$ cat config.mk
export PLATFORM = sky130hd
export DESIGN_NAME = trigger_safety_monitor
export DESIGN_NICKNAME = d
export VERILOG_FILES = /design/src/rtl/trigger_safety_pkg.sv /design/src/rtl/sync_2ff.sv /design/src/rtl/trigger_safety_monitor.sv
export SDC_FILE = /design/constraint.sdc
export NUM_CORES = 1
export LEC_CHECK = 0
export ABC_AREA = 1
export CORE_UTILIZATION = 40
export DETAILED_ROUTE_END_ITERATION = 8
export SYNTH_ARGS = -nofsm -noshare
export SYNTH_HDL_FRONTEND = slang
export SYNTH_SLANG_ARGS = --single-unit
$ cat constraint.sdc
create_clock -name clk -period 1.9 [get_ports clk]
set_clock_uncertainty 0.2 [all_clocks]
set_input_delay 0.285 -clock clk [delete_from_list [all_inputs] [get_ports clk]]
set_output_delay 0.285 -clock clk [all_outputs]
set_load 0.1 [all_outputs]
$ cat src/rtl/trigger_safety_pkg.sv
// Shared types for the laser trigger safety monitor: FSM state encoding and
// the fault_code values reported to the host.
package trigger_safety_pkg;

  typedef enum logic [1:0] {
    ST_IDLE  = 2'd0,
    ST_HIGH  = 2'd1,
    ST_LOW   = 2'd2,
    ST_FAULT = 2'd3
  } state_t;

  localparam logic [1:0] FC_NONE  = 2'b00;
  localparam logic [1:0] FC_LONG  = 2'b01;
  localparam logic [1:0] FC_SHORT = 2'b10;

endpackage

$ cat src/rtl/sync_2ff.sv
// Single-bit two-flop synchronizer for bringing an asynchronous level into
// the clk domain; both stages clear to 0 on reset.
module sync_2ff (
  input  logic clk,
  input  logic rstn,
  input  logic d,
  output logic q
);

  logic meta;

  always_ff @(posedge clk or negedge rstn) begin
    if (!rstn) begin
      meta <= 1'b0;
      q    <= 1'b0;
    end else begin
      meta <= d;
      q    <= meta;
    end
  end

endmodule

$ cat src/rtl/trigger_safety_monitor.sv
// Gates a raw laser trigger: enforces a maximum high time and a minimum
// rise-to-rise period (both in clk_div2 ticks) and latches a fault until acked.
module trigger_safety_monitor
  import trigger_safety_pkg::*;
#(
  parameter int CNT_W      = 16,
  parameter int MAX_HIGH   = 1000,
  parameter int MIN_PERIOD = 4000
) (
  input  logic        clk,
  input  logic        rstn,
  input  logic        clk_div2,
  input  logic        trig_in,
  input  logic        fault_clr,
  output logic        laser_en,
  output logic        fault,
  output logic [1:0]  fault_code,
  output logic [15:0] pulse_cnt
);

  localparam logic [CNT_W-1:0] MAX_HIGH_C   = CNT_W'(MAX_HIGH);
  localparam logic [CNT_W-1:0] MIN_PERIOD_C = CNT_W'(MIN_PERIOD);
  localparam logic [CNT_W-1:0] CNT_ONE      = CNT_W'(1);
  localparam logic [CNT_W-1:0] CNT_MAX      = '1;

  state_t           state, state_nxt;
  logic [CNT_W-1:0] high_cnt, high_nxt;
  logic [CNT_W-1:0] per_cnt, per_nxt;
  logic [1:0]       code_nxt;
  logic             pulse_inc;

  logic trig_s, trig_d, div_d;
  logic tick, rise, fall;

  sync_2ff u_trig_sync (
    .clk  (clk),
    .rstn (rstn),
    .d    (trig_in),
    .q    (trig_s)
  );

  assign tick = clk_div2 & ~div_d;
  assign rise = trig_s & ~trig_d;
  assign fall = ~trig_s & trig_d;

  // Edge actions are tested before tick so a coinciding tick is dropped.
  always_comb begin
    state_nxt = state;
    high_nxt  = high_cnt;
    per_nxt   = per_cnt;
    code_nxt  = fault_code;
    pulse_inc = 1'b0;
    case (state)
      ST_IDLE: begin
        if (rise) begin
          state_nxt = ST_HIGH;
          high_nxt  = '0;
          per_nxt   = '0;
          pulse_inc = 1'b1;
        end
      end
      ST_HIGH: begin
        if (high_cnt >= MAX_HIGH_C) begin
          state_nxt = ST_FAULT;
          code_nxt  = FC_LONG;
        end else if (fall) begin
          state_nxt = ST_LOW;
        end else if (tick) begin
          high_nxt = (high_cnt == CNT_MAX) ? high_cnt : high_cnt + CNT_ONE;
          per_nxt  = (per_cnt == CNT_MAX) ? per_cnt : per_cnt + CNT_ONE;
        end
      end
      ST_LOW: begin
        if (rise) begin
          if (per_cnt < MIN_PERIOD_C) begin
            state_nxt = ST_FAULT;
            code_nxt  = FC_SHORT;
          end else begin
            state_nxt = ST_HIGH;
            high_nxt  = '0;
            per_nxt   = '0;
            pulse_inc = 1'b1;
          end
        end else if (tick) begin
          per_nxt = (per_cnt == CNT_MAX) ? per_cnt : per_cnt + CNT_ONE;
        end
      end
      ST_FAULT: begin
        // An ack while the trigger is still held would re-arm into a live pulse.
        if (fault_clr && !trig_s) begin
          state_nxt = ST_IDLE;
          code_nxt  = FC_NONE;
        end
      end
      default: begin
        state_nxt = ST_IDLE;
        code_nxt  = FC_NONE;
      end
    endcase
  end

  always_ff @(posedge clk or negedge rstn) begin
    if (!rstn) begin
      state      <= ST_IDLE;
      high_cnt   <= '0;
      per_cnt    <= '0;
      fault_code <= FC_NONE;
      laser_en   <= 1'b0;
      fault      <= 1'b0;
      pulse_cnt  <= 16'd0;
      trig_d     <= 1'b0;
      div_d      <= 1'b0;
    end else begin
      state      <= state_nxt;
      high_cnt   <= high_nxt;
      per_cnt    <= per_nxt;
      fault_code <= code_nxt;
      laser_en   <= (state_nxt == ST_HIGH);
      fault      <= (state_nxt == ST_FAULT);
      trig_d     <= trig_s;
      div_d      <= clk_div2;
      if (pulse_inc) begin
        pulse_cnt <= pulse_cnt + 16'd1;
      end
    end
  end

endmodule

==> flow_summary_export.csv <==
group,metric,value,unit
floorplan,die_area,8970,sq um
floorplan,core,8260,sq um
yosys,synth.distinct_cells,35,
drt,drc,0,
clock_network,clock_sinks,58,
global_route,grt_max_degree,59,
setup_path,slowest_stage,"dfrtp_2",
setup_path,cp-start-kind,"flop",
yosys,syn_inst,454,
drt,dr.pass1.iters,4,
setup_path,reg2reg_depth,10,
setup_path,r2r_slack,-0.01,ns
clock_network,clkTransAtPathRegs,0.08,ns
hold_path,hp-class,"reg -> reg",
sta,fmax,522,MHz
floorplan,start_util,41.6,%
sta,rsz0062_at_grt,"yes",
sta,drv_slew,0,
finish,layout_commonest_cell,"nand2_1",
floorplan,die_w,94.7,microns
sta,finalCritPeriodShare,101,%
clock_network,cts_buffers,9,
yosys,syn_area,3440,sq um
finish,final_area,4720,sq um
setup_path,critPathMaxFanout,7,
setup_path,rr_endpoint,"per_cnt[3]$_DFFE_PN0P_",
yosys,syn-num-nets,467,
drt,drt-total-wl,7.93,mm
finish,area_growth,37.3,%
global_route,antenna_found_initial,0,
yosys,synth_seq_cells,58,
outcome,violations,"negative setup slack",
floorplan,fp-row-count,33,
setup_path,critical_path.top_delay_family,"simple AND/OR/NAND/NOR gates",
setup_path,max_stage_delay,0.45,ns
drt,antenna_left,0,
clock_network,cts_tree,"built",
finish,post-route-util,57.2,%
setup_path,cp-startpoint,"state[0]$_DFF_PN0_",
floorplan,die_h,94.7,microns
placed_design,placed_area,4250,sq um
power_and_ir_drop,irDropWorstVdd,1.53,mV
sta,fin_ws,-0.0143,ns
placed_design,dpl.hpwl,5.45,mm
placed_design,portBuffers,24,
yosys,synth_seq_area_share,42.2,%
clock_network,cts.path.max_buffers,2,
global_route,grt_pass1_wl,13.6,mm
finish,antenna_cells,0,
power_and_ir_drop,powerDensity,1200,nW/um^2
setup_path,required,1.94,ns
sta,setup_viol,2,
drt,viasPerCell,4.86,
power_and_ir_drop,p_leak,2.14,nW
setup_path,end_kind,"flop",
run,drv_cap,0,
global_route,grt.total_usage,19.4,%
setup_path,critPathArrivalTime,1.95,ns
global_route,grt-ovfl-total,0,
clock_network,clk_latency,0.35,ns
hold_path,min-delay-start,"u_trig_sync.meta$_DFF_PN0_",
setup_path,crit_chain,"ha_2, inv_2, nor3_4, nor2_2, nand2_4, nor2_4, buf_12, nand2_2, nor2_2, nor2_1",
clock_network,cts_max_level,3,
setup_path,critPathKind,"reg -> reg",
floorplan,pin_count,25,
placed_design,place.gp.congestion,0.857,
setup_path,r2r_start,"state[0]$_DFF_PN0_",
outcome,outcome,"finished, violations left",
drt,routedWlPerCell,12.3,microns
clock_network,cts-root-buf,"clkbuf_8",
setup_path,crit_path_end,"per_cnt[3]$_DFFE_PN0P_",
setup_path,cp_num_buf_inv,2,
sta,final-hold-violation-count,0,
sta,relSlewSlack,74.5,%
setup_path,cpMostUsedCell,"nor2_2",
yosys,ys_warn_count,0,
finish,drive_gt1_share,31.0,%
drt,drtIter0Drc,181,
sta,worstMarginPinSlew,0.379,ns
global_route,grt_pass1_vias,3061,
sta,setup_tns,-0.0163,ns
setup_path,cp_num_cells,10,
finish,final_cell_mix,"126 x nand2_1, 53 x nor2_1, 44 x inv_1",
finish,fin_nets,546,
sta,finalCriticalPeriod,1.91,ns
finish,nFillCells,768,
drt,vias,3126,
yosys,syn_area_per_cell,7.57,sq um
## cell usage after synthesis (all sizes together)
master  count  area share (%)
ha          8             2.9
nand3b      2            0.44
nor2       66             8.4
xor2       13             3.3
o21bai      1            0.22
a21oi       8             1.6
nand4      13             2.5
a21boi      1            0.22
nand2     140              16
nor4        1            0.18
dfrtp      58              42
o21ai      27             4.9
or2         5            0.91
buf         7             1.9
clkbuf      1            0.22
xnor2       4             1.0
inv        52             5.7
a31oi       1            0.18
nor3b       2            0.44
nor3       12             2.0
nand3      32             4.8
## logic make-up (layout without fill, tap and decap cells)
family | after synthesis | after routing | share of synthesized area, %
AO/OA/AOI/OAI | 38 | 38 | 7.13
XOR/XNOR | 17 | 17 | 4.33
adder cells (fa/ha/maj) | 8 | 8 | 2.91
buffers and inverters | 60 | 144 | 7.82
flip-flops | 58 | 58 | 42.2
AND/OR/NAND/NOR | 273 | 273 | 35.6
## per-layer routing
metal / up-vias / track usage [%] / share of wire (%)
met2: 54 / 32.7 / 50
met4: 0 / 6.44 / 0.96
met3: 9 / 4.59 / 3.5
met1: 1468 / 24.5 / 46
met5: - / 0 / 0
li1: 1595 / - / -
## power by group
group | switching [mW] | total (mW) | leakage (nW) | internal, mW
logic | 1.81 | 3.06 | 1.30 | 1.26
registers | 0.162 | 1.55 | 0.762 | 1.39
clock network | 0.571 | 1.05 | 0.0822 | 0.481
## layout make-up
type	instances	area, sq um	area share, %
Sequential cell	58	1480	31.3
Tap cell	105	131	2.78
Inverter	52	198	4.19
Multi-Input combinational cell	336	1840	38.9
Clock buffer	9	124	2.62
Timing Repair Buffer	76	902	19.1
Clock inverter	7	53.8	1.14
## sequential cells by signal (all words and copies together) (netlist names), 2 cells and up
name and cells:
fault_code 2, high_cnt 16, per_cnt 16, pulse_cnt 16, state 2
## worst min-delay path by stage
stage	depth (start not counted)	slack (ns)	endpoint
after global placement	2	0.11	div_d$_DFF_PN0_
after global routing	1	0.16	u_trig_sync.meta$_DFF_PN0_
after floorplan	0	-0.21	div_d$_DFF_PN0_
after CTS	0	0.16	u_trig_sync.q$_DFF_PN0_
final	0	0.16	u_trig_sync.q$_DFF_PN0_
after detailed placement	2	0.12	div_d$_DFF_PN0_
## through the flow
stage | std cells | setup slack [ns] | hold slack, ns | power [mW]
2_1_floorplan | 454 | 0.00182 | -0.211 | 3.26
3_3_place_gp | 610 | -0.0416 | 0.115 | 4.15
3_5_place_dp | 610 | -0.0769 | 0.123 | 4.18
4_1_cts | 637 | -0.0358 | 0.157 | 5.67
5_1_grt | 643 | -0.119 | 0.164 | 6.04
6_report | 643 | -0.0143 | 0.155 | 5.67
## what timing repair did
action                                  CTS  global route
endpoints found under the setup margin   12            39
pin swaps                                 8            14
setup buffers                             9             7
gates resized for setup                  22            20
cloned                                    1             0
endpoints found under the hold margin    58             0
hold buffers                              1             0
Power figures use the tool's default switching activity.
